**config.mk**
```make
export PLATFORM = sky130hd
export DESIGN_NAME = fetch_queue
export DESIGN_NICKNAME = d
export VERILOG_FILES = /design/src/rtl/fetch_queue.sv
export SDC_FILE = /design/constraint.sdc
export NUM_CORES = 1
export LEC_CHECK = 0
export BUFFER_PORTS_ARGS = -buffer_cell sky130_fd_sc_hd__buf_2
export CORE_AREA = 8 8 185 187
export CTS_CLUSTER_SIZE = 10
export DETAILED_ROUTE_END_ITERATION = 6
export DIE_AREA = 0 0 193 195
export PLACE_DENSITY = 0.7
export SYNTH_ARGS = -nofsm -noshare
export SYNTH_HDL_FRONTEND = slang
export SYNTH_SLANG_ARGS = --single-unit
```
**constraint.sdc**
```tcl
create_clock -name clk -period 12.5 [get_ports clk]
set_input_delay 2.5 -clock clk [delete_from_list [all_inputs] [get_ports clk]]
set_output_delay 2.5 -clock clk [all_outputs]
set_load 0.01 [all_outputs]
```
**src/rtl/fetch_queue.sv**
```systemverilog
// fetch_queue: instruction prefetch stage ahead of decode.
// Issues sequential word fetches over a req/ack handshake, buffers the returned
// words with their PCs in a DEPTH-entry FIFO and presents the head to decode.
// A redirect flushes the FIFO and restarts fetch at the new (word-aligned) PC.
// Ports:
//   clk, rst_n            clock, synchronous active-low reset
//   redirect, redirect_pc flush and restart request from next-PC logic
//   mem_req, mem_addr     registered fetch request / word address
//   mem_ack, mem_rdata    request completion and returned word
//   ins_valid, ins_ready  head handshake with decode
//   ins, ins_pc, ins_pcp4 head word, its PC and PC+4
module fetch_queue #(
    parameter int unsigned DEPTH    = 4,
    parameter logic [31:0] RESET_PC = 32'h0000_0000
) (
    input  logic        clk,
    input  logic        rst_n,
    input  logic        redirect,
    input  logic [31:0] redirect_pc,
    output logic        mem_req,
    output logic [31:0] mem_addr,
    input  logic        mem_ack,
    input  logic [31:0] mem_rdata,
    output logic        ins_valid,
    input  logic        ins_ready,
    output logic [31:0] ins,
    output logic [31:0] ins_pc,
    output logic [31:0] ins_pcp4
);

    localparam int unsigned PTR_W = $clog2(DEPTH);
    localparam int unsigned CNT_W = $clog2(DEPTH + 1);

    localparam logic [1:0] S_IDLE = 2'd0;
    localparam logic [1:0] S_REQ  = 2'd1;
    localparam logic [1:0] S_DROP = 2'd2;

    logic [1:0]       state_q, state_d;
    logic [31:0]      fetch_pc_q, fetch_pc_d;
    logic             mem_req_q, mem_req_d;
    logic [31:0]      mem_addr_q, mem_addr_d;
    logic [CNT_W-1:0] count_q, count_d;
    logic [PTR_W-1:0] rd_ptr_q, rd_ptr_d;
    logic [PTR_W-1:0] wr_ptr_q, wr_ptr_d;
    logic [31:0]      word_q [DEPTH];
    logic [31:0]      pc_q   [DEPTH];

    logic             deq;
    logic             enq;
    logic [CNT_W-1:0] count_next;
    logic             room;
    logic [31:0]      redirect_pc_al;
    logic [31:0]      fetch_pc_inc;

    // Next-state, request and FIFO bookkeeping
    always_comb begin
        state_d        = state_q;
        fetch_pc_d     = fetch_pc_q;
        mem_req_d      = mem_req_q;
        mem_addr_d     = mem_addr_q;
        redirect_pc_al = {redirect_pc[31:2], 2'b00};
        fetch_pc_inc   = fetch_pc_q + 32'd4;
        deq            = (count_q != '0) && ins_ready;
        enq            = (state_q == S_REQ) && mem_ack && !redirect;
        // occupancy after this edge when no redirect intervenes
        count_next     = count_q + CNT_W'(enq) - CNT_W'(deq);
        room           = count_next < CNT_W'(DEPTH);

        if (redirect) begin
            fetch_pc_d = redirect_pc_al;
            if (state_q == S_IDLE || mem_ack) begin
                // nothing left in flight: issue the new address directly
                state_d    = S_REQ;
                mem_req_d  = 1'b1;
                mem_addr_d = redirect_pc_al;
            end else begin
                // request cannot be withdrawn; hold it and discard its data
                state_d = S_DROP;
            end
        end else begin
            case (state_q)
                S_IDLE: begin
                    if (room) begin
                        state_d    = S_REQ;
                        mem_req_d  = 1'b1;
                        mem_addr_d = fetch_pc_q;
                    end
                end
                S_REQ: begin
                    if (mem_ack) begin
                        fetch_pc_d = fetch_pc_inc;
                        mem_addr_d = fetch_pc_inc;
                        if (!room) begin
                            state_d   = S_IDLE;
                            mem_req_d = 1'b0;
                        end
                    end
                end
                S_DROP: begin
                    if (mem_ack) begin
                        state_d    = S_REQ;
                        mem_addr_d = fetch_pc_q;
                    end
                end
                default: begin
                    state_d   = S_IDLE;
                    mem_req_d = 1'b0;
                end
            endcase
        end

        if (redirect) begin
            count_d  = '0;
            rd_ptr_d = '0;
            wr_ptr_d = '0;
        end else begin
            count_d  = count_next;
            rd_ptr_d = rd_ptr_q + PTR_W'(deq);
            wr_ptr_d = wr_ptr_q + PTR_W'(enq);
        end
    end

    // Control registers
    always_ff @(posedge clk) begin
        if (!rst_n) begin
            state_q    <= S_IDLE;
            fetch_pc_q <= RESET_PC;
            mem_req_q  <= 1'b0;
            mem_addr_q <= RESET_PC;
            count_q    <= '0;
            rd_ptr_q   <= '0;
            wr_ptr_q   <= '0;
        end else begin
            state_q    <= state_d;
            fetch_pc_q <= fetch_pc_d;
            mem_req_q  <= mem_req_d;
            mem_addr_q <= mem_addr_d;
            count_q    <= count_d;
            rd_ptr_q   <= rd_ptr_d;
            wr_ptr_q   <= wr_ptr_d;
        end
    end

    // FIFO storage; cleared on reset so the head reads as zero
    always_ff @(posedge clk) begin
        if (!rst_n) begin
            for (int i = 0; i < int'(DEPTH); i++) begin
                word_q[i] <= '0;
                pc_q[i]   <= '0;
            end
        end else if (enq) begin
            word_q[wr_ptr_q] <= mem_rdata;
            pc_q[wr_ptr_q]   <= fetch_pc_q;
        end
    end

    assign mem_req   = mem_req_q;
    assign mem_addr  = mem_addr_q;
    assign ins_valid = (count_q != '0);
    assign ins       = word_q[rd_ptr_q];
    assign ins_pc    = pc_q[rd_ptr_q];
    assign ins_pcp4  = pc_q[rd_ptr_q] + 32'd4;

endmodule

```
==> summary.md <==
| Metric | Value |
|---|---|
| Synth area leaders | `edfxtp_1 48%, and2_1 9.7%, dfxtp_1 9.1%` |
| Post CTS Setup Buffer Count | `0` |
| DRT Wirelength | `37.7 mm` |
| Max FO, Critical Path | `43` |
| Reg2Reg Setup Slack | `8.68 ns` |
| Worst setup path startpoint | `rd_ptr_q[0]` |
| Proportion of layout cells with a drive suffix above 1 | `23.2%` |
| DIE HEIGHT | `195 um` |
| Worst setup path class | `reg -> out` |
| P per Cell Area | `136 nW/um2` |
| Area delta synth->final | `14.1%` |
| Pwr Total | `0.00240 W` |
| Die area | `37600 um2` |
| Max Cap Viol | `0` |
| CTS Buf Count | `38` |
| Yosys warns | `0` |
| Most used DFF post-synth | `edfxtp_1` |
| Initial Util | `49.4%` |
| Pre-CTS WS | `6.26 ns` |
| Yosys reg bits | `318` |
| N_diodes | `0` |
| CTS tree | `yes` |
| Reg2Reg Depth | `12` |
| Setup crit start kind | `flip-flop` |
| Initial DRC Count | `702` |
| Register area share after synthesis | `57.4%` |
| Via count | `10100` |
| Distinct cells, synth | `65` |
| Setup violations, final | `0` |
| Tcrit/Tclk final | `53.7%` |
| Post-layout util | `56.3%` |
| Slew HR | `30.7%` |
| Initial antenna violation count | `1` |
| Syn Area/Cell | `12.7 um2` |
| Peak Freq | `149 MHz` |
| Resize count post-CTS | `0` |
| Number of flops mapped to enable cells by yosys | `248` |
| Clock tree buffer depth | `3` |
| Fin Hold WS | `0.456 ns` |
| Outcome | `finished, final reports clean` |
| Reg2reg end | `mem_addr[12]` |
| # H-tree levels | `2` |
| Clock latency on the worst-skew pair | `0.51 ns` |
| Drt wl/cell | `21.2 um` |
| Drt via density | `5.70` |
| Die Wd | `193 um` |
| Clock transition at path regs | `0.06 ns` |
| Reg2reg start | `state_q[0]` |
| Row cnt | `65` |
| Critical path arrival | `4.22 ns` |
| HP Class | `reg -> reg` |
| Nets@finish | `1434` |
| DR DRC count | `0` |
| Core area | `31200 um2` |
| Total track usage | `19.9%` |
| Io pins | `199` |
| GP Congestion | `0.816` |
| RSZ-0062 raised after global routing | `false` |
| Fin. Hold Viols | `0` |
| Post-synth top area share | `48.3%` |
| Leakage power | `6.62 nW` |
| Fin Setup TNS | `0 ns` |
| Syn Std Cell Area | `15400 um2` |
| Vias in the first global route | `10400` |
| Setup crit end | `ins_pcp4[25]` |
| CTS sink cnt | `318` |
| VDD IR max | `0.102 mV` |
| HP Start | `mem_addr[10]` |
| Gr ovfl total | `0` |
| ANT nets after route | `0` |
| Crit end category | `output pin` |
| Final min period | `6.72 ns` |
| PnR worst setup slack | `5.78 ns` |
| Largest net degree at the start of global routing | `63` |
| Final-report max-slew violation count | `0` |
| First-pass GRT wire length | `58.7 mm` |
| CP required | `10.00 ns` |
| Cell taking the most area after synthesis | `edfxtp_1` |
| Worst slew pin tran | `1.04 ns` |
| Fin Clk Skew | `0.0207 ns` |
| Cells after Synth | `1218` |
| Clock root cell | `clkbuf_16` |
| I/O Buffers | `190` |
| Commonest cells post-synth | `248 x edfxtp_1, 240 x and2_1, 70 x dfxtp_1, 59 x nand2_1, 58 x clkbuf_1` |
| Most numerous cell in the Yosys netlist | `edfxtp_1` |
| First drt pass iteration count | `5` |
| Async SR Flop Fraction | `0%` |
| Hold bufs inserted after CTS | `0` |
| DP Wirelength | `23.6 mm` |
[cell usage in the layout, fill, tap and decap left out, types with 25 or more instances in the layout]
| cell | n |
|---|---|
| dfxtp_1 | 68 |
| xnor2_1 | 44 |
| clkbuf_16 | 39 |
| a21oi_1 | 34 |
| edfxtp_1 | 248 |
| and2_1 | 240 |
| xor2_1 | 25 |
| mux4_2 | 51 |
| nand2_1 | 59 |
| nor2_1 | 31 |
| buf_2 | 190 |
| nand3_1 | 55 |
[report_power, final]
part / switching (W) / leakage, nW / internal [W] / total, W
combinational: 0.000128 / 2.97 / 0.0000807 / 0.000209
clock: 0.000399 / 0.508 / 0.000567 / 0.000966
sequential: 0.0000360 / 3.14 / 0.00119 / 0.00123
[worst min-delay path by stage]
| stage | slack [ns] | end | depth (start not counted) |
|---|---|---|---|
| CTS | 0.46 | mem_addr[6] | 2 |
| finish | 0.46 | mem_addr[10] | 2 |
| floorplan | 0.48 | mem_addr[10] | 2 |
| global route | 0.47 | mem_addr[4] | 2 |
| detailed placement | 0.45 | mem_addr[7] | 2 |
| global placement | 0.44 | mem_addr[2] | 2 |
[kinds of logic (layout without fill, tap and decap cells)]
| group | Yosys count | in the layout | synth area share [%] |
|---|---|---|---|
| buffers and inverters | 122 | 276 | 3.65 |
| and+or+nand+nor | 515 | 515 | 19.7 |
| xor gates and xnor gates | 70 | 70 | 4.07 |
| muxes | 66 | 66 | 9.59 |
| DFF | 318 | 318 | 57.4 |
| adders and majority gates | 5 | 5 | 0.454 |
| other | 1 | 6 | 0.0243 |
| AOI/OAI and AO/OA | 121 | 121 | 5.11 |
[routing by layer]
metal	share of wire, %	routed length, um	GRT usage, %
met1	44	16800	27.2
met2	47	17700	32.4
met3	6.5	2440	3.35
met4	2.1	811	5.36
met5	0.027	10	0
[sequential cells by signal, indices dropped and copies added (netlist names)]
signal	cells
mem_req	1
pc_q	120
rd_ptr_q	2
count_q	3
state_q	2
word_q	128
fetch_pc_q	30
wr_ptr_q	2
mem_addr	30
[cell type report]
cell class	count	area, um2
Clock buffer	54	1030
Inverter	17	63.8
Multi-Input combinational cell	783	6090
Fill cell	2593	13600
Clock inverter	3	17.5
Sequential cell	318	8850
Timing Repair Buffer	202	1040
Tap cell	402	503
[critical path: stages (launching register included)]
cell and delay, ns:
dfxtp_4 0.64, buf_4 0.79, mux4_2 0.50, nand3_1 0.23
nor3_2 0.83, nand3_1 0.19, xnor2_1 0.30, buf_2 0.20
[metrics by stage]
| step | instance area (um2) | cells |
|---|---|---|
| 6_report | 17600 | 1779 |
| 5_1_grt | 17600 | 1779 |
| 4_1_cts | 17600 | 1779 |
| 3_5_place_dp | 16500 | 1722 |
| 3_3_place_gp | 16500 | 1722 |
| 2_1_floorplan | 15400 | 1223 |
Power figures use the tool's default switching activity.
